<file path="src/rtl/dest_reg_arbiter_pkg.sv">
// Shared defaults and FSM encoding for the destination register file arbiter.
package dest_reg_arbiter_pkg;

    localparam int DEF_NUM_REQ = 4;
    localparam int DEF_I_WIDTH = 4;
    localparam int DEF_D_WIDTH = 16;

    typedef enum logic {
        SERVE = 1'b0,
        CLEAR = 1'b1
    } state_t;

endpackage

</file>
<file path="src/rtl/dest_reg_arbiter_if.sv">
// Requester handshakes plus the register-file port, seen from the requesters (master)
// and from the arbiter (slave).
interface dest_reg_arbiter_if
    import dest_reg_arbiter_pkg::*;
#(
    parameter int NUM_REQ = DEF_NUM_REQ,
    parameter int I_WIDTH = DEF_I_WIDTH,
    parameter int D_WIDTH = DEF_D_WIDTH
) ();

    // Handshake: a requester holds req with its fields until it sees gnt; the access
    // takes effect at the clock edge that ends the grant cycle, after which req may drop.
    logic [NUM_REQ-1:0]         wr_req;
    logic [NUM_REQ*I_WIDTH-1:0] wr_idx;
    logic [NUM_REQ*D_WIDTH-1:0] wr_data;
    logic [NUM_REQ-1:0]         wr_gnt;
    logic                       rd_req;
    logic [I_WIDTH-1:0]         rd_idx;
    logic                       rd_gnt;
    logic                       rd_valid;
    logic [D_WIDTH-1:0]         rd_data;
    logic                       clr_start;
    logic                       clr_busy;
    logic                       clr_done;
    logic [I_WIDTH-1:0]         reg_index;
    logic                       reg_w_en;
    logic                       reg_r_en;
    logic [D_WIDTH-1:0]         reg_wdata;
    logic [D_WIDTH-1:0]         reg_rdata;

    modport master (
        output wr_req, wr_idx, wr_data, rd_req, rd_idx, clr_start, reg_rdata,
        input  wr_gnt, rd_gnt, rd_valid, rd_data, clr_busy, clr_done,
        input  reg_index, reg_w_en, reg_r_en, reg_wdata
    );

    modport slave (
        input  wr_req, wr_idx, wr_data, rd_req, rd_idx, clr_start, reg_rdata,
        output wr_gnt, rd_gnt, rd_valid, rd_data, clr_busy, clr_done,
        output reg_index, reg_w_en, reg_r_en, reg_wdata
    );

endinterface

</file>
<file path="src/rtl/dest_reg_arbiter_rr_arbiter.sv">
// Round-robin arbiter: one-hot combinational grant, search starts one past the last winner.
module rr_arbiter #(
    parameter int N = 4
) (
    input  logic         clk,
    input  logic         rst,
    input  logic [N-1:0] i_req,
    input  logic         i_en,
    output logic [N-1:0] o_gnt
);

    localparam int PW = (N > 1) ? $clog2(N) : 1;

    logic [PW-1:0] r_ptr;
    logic [PW-1:0] w_win;
    logic          w_found;

    always_comb begin
        o_gnt   = '0;
        w_win   = r_ptr;
        w_found = 1'b0;
        for (int k = 1; k <= N; k++) begin
            logic [PW-1:0] j;
            j = PW'((int'(r_ptr) + k) % N);
            if (!w_found && i_req[j]) begin
                o_gnt[j] = 1'b1;
                w_win    = j;
                w_found  = 1'b1;
            end
        end
    end

    always_ff @(posedge clk or negedge rst) begin
        if (!rst) begin
            r_ptr <= PW'(N - 1);
        end else if (i_en && w_found) begin
            r_ptr <= w_win;
        end
    end

endmodule

</file>
<file path="src/rtl/dest_reg_arbiter.sv">
// Shares a single-port register file between NUM_REQ write-back requesters and one reader,
// and zero-fills the whole file on request.
module dest_reg_arbiter
    import dest_reg_arbiter_pkg::*;
#(
    parameter int NUM_REQ = DEF_NUM_REQ,
    parameter int I_WIDTH = DEF_I_WIDTH,
    parameter int D_WIDTH = DEF_D_WIDTH
) (
    input  logic                clk,
    input  logic                rst,
    dest_reg_arbiter_if.slave   bus,
    output state_t              o_state
);

    localparam logic [I_WIDTH-1:0] LAST_IDX = '1;

    state_t             r_state;
    state_t             w_next_state;
    logic [I_WIDTH-1:0] r_clr_cnt;
    logic               r_last_was_rd;
    logic               r_rd_valid;
    logic               r_clr_done;

    logic               w_serve;
    logic               w_rd_gnt;
    logic               w_wr_allow;
    logic [NUM_REQ-1:0] w_arb_req;
    logic [NUM_REQ-1:0] w_wr_gnt;
    logic [I_WIDTH-1:0] w_win_idx;
    logic [D_WIDTH-1:0] w_win_data;

    // Gating on rst keeps every grant and enable low during an asynchronous reset.
    assign w_serve    = rst && (r_state == SERVE);
    assign w_rd_gnt   = w_serve && bus.rd_req && !(r_last_was_rd && (|bus.wr_req));
    assign w_wr_allow = w_serve && !w_rd_gnt;
    assign w_arb_req  = w_wr_allow ? bus.wr_req : '0;

    rr_arbiter #(.N(NUM_REQ)) u_rr_arbiter (
        .clk   (clk),
        .rst   (rst),
        .i_req (w_arb_req),
        .i_en  (w_wr_allow),
        .o_gnt (w_wr_gnt)
    );

    always_comb begin
        w_win_idx  = '0;
        w_win_data = '0;
        for (int k = 0; k < NUM_REQ; k++) begin
            if (w_wr_gnt[k]) begin
                w_win_idx  = bus.wr_idx[k*I_WIDTH +: I_WIDTH];
                w_win_data = bus.wr_data[k*D_WIDTH +: D_WIDTH];
            end
        end
    end

    always_comb begin
        bus.reg_w_en  = 1'b0;
        bus.reg_r_en  = 1'b0;
        bus.reg_index = '0;
        bus.reg_wdata = '0;
        if (rst && (r_state == CLEAR)) begin
            bus.reg_w_en  = 1'b1;
            bus.reg_index = r_clr_cnt;
        end else if (w_rd_gnt) begin
            bus.reg_r_en  = 1'b1;
            bus.reg_index = bus.rd_idx;
        end else if (|w_wr_gnt) begin
            bus.reg_w_en  = 1'b1;
            bus.reg_index = w_win_idx;
            bus.reg_wdata = w_win_data;
        end
    end

    always_comb begin
        w_next_state = r_state;
        case (r_state)
            SERVE:   if (bus.clr_start) w_next_state = CLEAR;
            CLEAR:   if (r_clr_cnt == LAST_IDX) w_next_state = SERVE;
            default: w_next_state = SERVE;
        endcase
    end

    always_ff @(posedge clk or negedge rst) begin
        if (!rst) begin
            r_state       <= SERVE;
            r_clr_cnt     <= '0;
            r_last_was_rd <= 1'b0;
            r_rd_valid    <= 1'b0;
            r_clr_done    <= 1'b0;
        end else begin
            r_state       <= w_next_state;
            r_last_was_rd <= w_rd_gnt;
            r_rd_valid    <= w_rd_gnt;
            r_clr_done    <= (r_state == CLEAR) && (r_clr_cnt == LAST_IDX);
            if (r_state == CLEAR) begin
                r_clr_cnt <= (r_clr_cnt == LAST_IDX) ? '0 : r_clr_cnt + 1'b1;
            end
        end
    end

    assign bus.wr_gnt   = w_wr_gnt;
    assign bus.rd_gnt   = w_rd_gnt;
    assign bus.rd_valid = r_rd_valid;
    assign bus.rd_data  = r_rd_valid ? bus.reg_rdata : '0;
    assign bus.clr_busy = (r_state == CLEAR);
    assign bus.clr_done = r_clr_done;
    assign o_state      = r_state;

endmodule

</file>
<file path="src/flat_wrapper.sv">
// flat-port wrapper written by rule: the top's interface ports become plain ports
module dest_reg_arbiter_flat import dest_reg_arbiter_pkg::*;
#(
    parameter int NUM_REQ = DEF_NUM_REQ,
    parameter int I_WIDTH = DEF_I_WIDTH,
    parameter int D_WIDTH = DEF_D_WIDTH
)
  (clk, rst, o_state, bus_wr_req, bus_wr_idx, bus_wr_data, bus_rd_req, bus_rd_idx, bus_clr_start, bus_reg_rdata, bus_wr_gnt, bus_rd_gnt, bus_rd_valid, bus_rd_data, bus_clr_busy, bus_clr_done, bus_reg_index, bus_reg_w_en, bus_reg_r_en, bus_reg_wdata);
  dest_reg_arbiter_if #(.NUM_REQ(NUM_REQ), .I_WIDTH(I_WIDTH), .D_WIDTH(D_WIDTH)) bus_i ();
  input  logic clk;
  input  logic rst;
  output state_t o_state;
  input wire logic [$bits(bus_i.wr_req)-1:0] bus_wr_req;
  input wire logic [$bits(bus_i.wr_idx)-1:0] bus_wr_idx;
  input wire logic [$bits(bus_i.wr_data)-1:0] bus_wr_data;
  input wire logic [$bits(bus_i.rd_req)-1:0] bus_rd_req;
  input wire logic [$bits(bus_i.rd_idx)-1:0] bus_rd_idx;
  input wire logic [$bits(bus_i.clr_start)-1:0] bus_clr_start;
  input wire logic [$bits(bus_i.reg_rdata)-1:0] bus_reg_rdata;
  output wire logic [$bits(bus_i.wr_gnt)-1:0] bus_wr_gnt;
  output wire logic [$bits(bus_i.rd_gnt)-1:0] bus_rd_gnt;
  output wire logic [$bits(bus_i.rd_valid)-1:0] bus_rd_valid;
  output wire logic [$bits(bus_i.rd_data)-1:0] bus_rd_data;
  output wire logic [$bits(bus_i.clr_busy)-1:0] bus_clr_busy;
  output wire logic [$bits(bus_i.clr_done)-1:0] bus_clr_done;
  output wire logic [$bits(bus_i.reg_index)-1:0] bus_reg_index;
  output wire logic [$bits(bus_i.reg_w_en)-1:0] bus_reg_w_en;
  output wire logic [$bits(bus_i.reg_r_en)-1:0] bus_reg_r_en;
  output wire logic [$bits(bus_i.reg_wdata)-1:0] bus_reg_wdata;
  assign bus_i.wr_req = bus_wr_req;
  assign bus_i.wr_idx = bus_wr_idx;
  assign bus_i.wr_data = bus_wr_data;
  assign bus_i.rd_req = bus_rd_req;
  assign bus_i.rd_idx = bus_rd_idx;
  assign bus_i.clr_start = bus_clr_start;
  assign bus_i.reg_rdata = bus_reg_rdata;
  assign bus_wr_gnt = bus_i.wr_gnt;
  assign bus_rd_gnt = bus_i.rd_gnt;
  assign bus_rd_valid = bus_i.rd_valid;
  assign bus_rd_data = bus_i.rd_data;
  assign bus_clr_busy = bus_i.clr_busy;
  assign bus_clr_done = bus_i.clr_done;
  assign bus_reg_index = bus_i.reg_index;
  assign bus_reg_w_en = bus_i.reg_w_en;
  assign bus_reg_r_en = bus_i.reg_r_en;
  assign bus_reg_wdata = bus_i.reg_wdata;
  dest_reg_arbiter #(.NUM_REQ(NUM_REQ), .I_WIDTH(I_WIDTH), .D_WIDTH(D_WIDTH)) u_core (.clk(clk), .rst(rst), .bus(bus_i), .o_state(o_state));
endmodule
</file>
<file path="config.mk">
export PLATFORM = sky130hd
export DESIGN_NAME = dest_reg_arbiter_flat
export DESIGN_NICKNAME = d
export VERILOG_FILES = /design/src/rtl/dest_reg_arbiter_pkg.sv /design/src/rtl/dest_reg_arbiter_if.sv /design/src/rtl/dest_reg_arbiter_rr_arbiter.sv /design/src/rtl/dest_reg_arbiter.sv /design/src/flat_wrapper.sv
export SDC_FILE = /design/constraint.sdc
export NUM_CORES = 1
export LEC_CHECK = 0
export CAP_MARGIN = 20
export CORE_UTILIZATION = 25
export DETAILED_ROUTE_END_ITERATION = 8
export GPL_ROUTABILITY_DRIVEN = 0
export GPL_TIMING_DRIVEN = 0
export PLACE_DENSITY = 0.63
export SLEW_MARGIN = 20
export SYNTH_ARGS = -nofsm -noshare
export SYNTH_HDL_FRONTEND = slang
export SYNTH_SLANG_ARGS = --single-unit
</file>
<file path="constraint.sdc">
create_clock -name clk -period 10.5 [get_ports clk]
set_input_delay 2.1 -clock clk [delete_from_list [all_inputs] [get_ports clk]]
set_output_delay 2.1 -clock clk [all_outputs]
set_load 0.01 [all_outputs]
</file>
==> reports/results.ini <==
[clock_tree]
tritoncts.num_buffers = 3
post-cts-setup-buffers = 0
tritoncts = done
htree_levels = 1
cts_hold_repair.buffers = 0
postCtsResizedCells = 0
tritoncts_num_sinks = 9
cts_root_buffer = clkbuf_8
clk_path_buf_depth = 2
clkSlewWorstSetupHoldPaths_ns = 0.04
clock_insertion_delay_worst_skew_ns = 0.23

[timing]
finalCritPeriodShare_pct = 73.8
fmaxAchievable_mhz = 129
maxSlewHeadroom_pct = 42.7
grt_setup_unrepaired = false
final_tns_setup_ns = 0
tightestPinTransition_ns = 0.859
final_max_slew_viol_count = 0
final_hold_viol_count = 0
post-route-min-period_ns = 7.75
finalSetupViolations = 0
worst_clock_skew_ns = 0.000234

[synth]
synth.largest_area_cell = a221oi_2
yosys_most_used_dff = dfrtp_1
synth-async-reset-ratio_pct = 100
synth.top_cell.area_share_pct = 10.8
syn_avg_cell_area_um2 = 8.06
yosys_cell_types = 56
synth.area.top_cells = a221oi_2, dfrtp_1, o311a_1
synth.yosys.seq_area_share_pct = 10.9
mappedNetlistNets = 375
post_synth_inst_count = 258
ys.warnings.count = 0
syn_std_cell_area_mm2 = 0.00208
yosys_register_bits = 9
number_of_flops_mapped_to_enable_cells_by_yosys = 0

[grt]
grt_use_total_pct = 18.1
grt_pass1_wl_um = 12700
grt_pass1_vias = 2512
grt_antenna_before_repair = 0
grt_max_degree = 16
globalRouteOverflowTotal = 0

[floorplan]
die_area_mm2 = 0.00869
core_box_area_mm2 = 0.00789
dieHeight_um = 93.2
num_rows = 32
ios = 155
die_width_um = 93.2
initial_core_util_pct = 26.4

[cells_and_area]
antenna_cells = 0
layout.nets = 533
final-instance-count-excl-fill = 517
fin_area_mm2 = 0.00378
area.growth.synth_to_final_pct = 81.9
num-fill-cells = 791
drive_gt1_share_pct = 14.0

[placement]
dp.final_hpwl_um = 6480
place.port_buffers = 153
placedCellCount = 513
placedInstanceArea_mm2 = 0.00374

[power_and_ir_drop]
leakage_uw = 0.00157
ir_drop_mv = 0.0943
power.density_mw_per_mm2 = 120

[setup_path]
critPathSlowestCell = clkdlybuf4s50_1
critPathMaxStageDelay_ns = 0.87
worst-setup-path-type = input pin to output pin
timing.critical_path.max_delay_family = buffers and inverters
cell_with_the_most_instances_on_the_worst_path = clkdlybuf4s50_1
crit_path_max_fanout = 15
timing.rr.end = u_core.u_rr_arbiter.r_ptr[1]$_DFFE_PN1P_
worstRegToRegCells = 6
start_kind = input pin
reg2reg_slack_ns = 8.20
crit_required_ns = 8.40
crit_path_end_kind = output pin
crit_chain = clkdlybuf4s50_1, nand2b_2, or4_4, o211a_2, o31ai_4, inv_4, a311oi_1, o22ai_1, clkdlybuf4s50_1
critical_path_buf_inv_count = 3
arrival_time_of_the_worst_setup_path_ns = 5.65
worstReg2RegStart = u_core.bus.clr_busy$_DFF_PN0_

[drt]
routed_wl_um = 8160
routedWlPerCell_um = 15.8
drt-pass1-iter-count = 4
residual_antenna_violating_net_count_after_detailed_routing = 0
vias = 2637
number_of_remaining_drc_errors = 0
drt_first_iter_violations = 167
post_drt_via_cell_ratio = 5.10

[min_path]
whs_endpoint = u_core.r_clr_cnt[3]$_DFFE_PN0P_
min_from = u_core.r_clr_cnt[3]$_DFFE_PN0P_
hold_path_depth = 1
timing.hold.worst.class = flip-flop to flip-flop

[outcome]
status = completed

[job]
cap_viol_max_count = 0

## through the flow
step	util [%]	setup slack, ns	total power (uW)	hold slack, ns
after floorplan	-	4.33	282	0.495
after global placement	47.4	2.76	408	0.532
after detailed placement	47.4	2.70	413	0.551
after CTS	48.0	2.71	456	0.550
after global routing	48.0	2.40	491	0.601
final	48.0	2.75	456	0.553
## cells in the mapped netlist, drive strengths merged, types with 4 or more instances
| library cell | count |
|---|---|
| nand4 | 5 |
| buf | 17 |
| a222oi | 4 |
| ha | 9 |
| a221oi | 15 |
| o21ai | 11 |
| a21oi | 5 |
| o311a | 16 |
| mux2 | 6 |
| inv | 24 |
| and2 | 19 |
| mux2i | 5 |
| dfrtp | 7 |
| nand2b | 4 |
| a31oi | 22 |
| clkbuf | 7 |
| nor2 | 29 |
| o22ai | 5 |
| a311oi | 4 |
| nand2 | 11 |
## worst max-delay path by stage
stage,slack [ns],from,endpoint,depth (start not counted)
global route,2.40,rst,bus_reg_index[2],9
finish,2.75,rst,bus_reg_index[2],9
global placement,2.76,rst,bus_reg_wdata[5],9
floorplan,4.33,bus_wr_req[0],bus_reg_wdata[11],8
CTS,2.71,rst,bus_reg_index[2],9
detailed placement,2.70,rst,bus_reg_index[2],9
## sequential cells by signal, indices dropped and copies added, names as in the netlist
register and count:
u_core.r_last_was_rd 1, u_core.bus.clr_busy 1, u_core.r_clr_cnt 4, u_core.bus.clr_done 1, u_core.u_rr_arbiter.r_ptr 2
## layout make-up
cell class,instances,area [um^2],share of cell area (%)
Clock buffer,4,45.0,1.19
Timing Repair Buffer,153,1530,40.5
Multi-Input combinational cell,201,1610,42.5
Sequential cell,9,228,6.02
Buffer,24,151,4.00
Tap cell,102,128,3.37
Inverter,24,92.6,2.45
## layer usage
metal	vias to the layer above	global-route usage (%)	wire length (um)
met5	-	0	0
met4	0	3.59	132
met3	15	2.76	439
met2	94	28.7	3840
met1	1214	25.9	3750
li1	1314	-	-
## cell families (layout without fill, tap and decap cells)
group                      after synthesis  count (layout)  synth area share (%)
AOI/OAI and AO/OA                       94              94                  40.9
xor gates and xnor gates                 2               2                 0.842
muxes                                   12              12                  7.52
and+or+nand+nor                         84              84                  22.7
adders and majority gates                9               9                  5.41
buffers and inverters                   48             205                  11.7
DFF                                      9               9                  10.9
## cells in the final DEF, fill, tap and decap left out, types with 3 or more instances in the layout
master and count:
nand2_1 11, clkbuf_1 8, clkdlybuf4s50_1 153, a31oi_1 22, o311a_1 16, nand4_1 5, buf_6 4, nand2b_1 3
mux2_2 5, mux2i_1 4, o22ai_1 5, buf_2 10, a311oi_1 4, ha_1 9, nand3b_1 3, inv_1 22
a21oi_1 5, a221oi_2 15, clkbuf_8 3, nor2_1 27, and2_1 18, a222oi_1 4, dfrtp_1 7, o21ai_0 10
## where the power goes
part / total [uW] / internal [uW] / switching, uW
clock network: 40.2 / 26.5 / 13.7
logic: 340 / 171 / 169
registers: 75.7 / 52.2 / 23.5
total: 456 / 250 / 206
No activity file was read; power rests on OpenSTA's default activity.
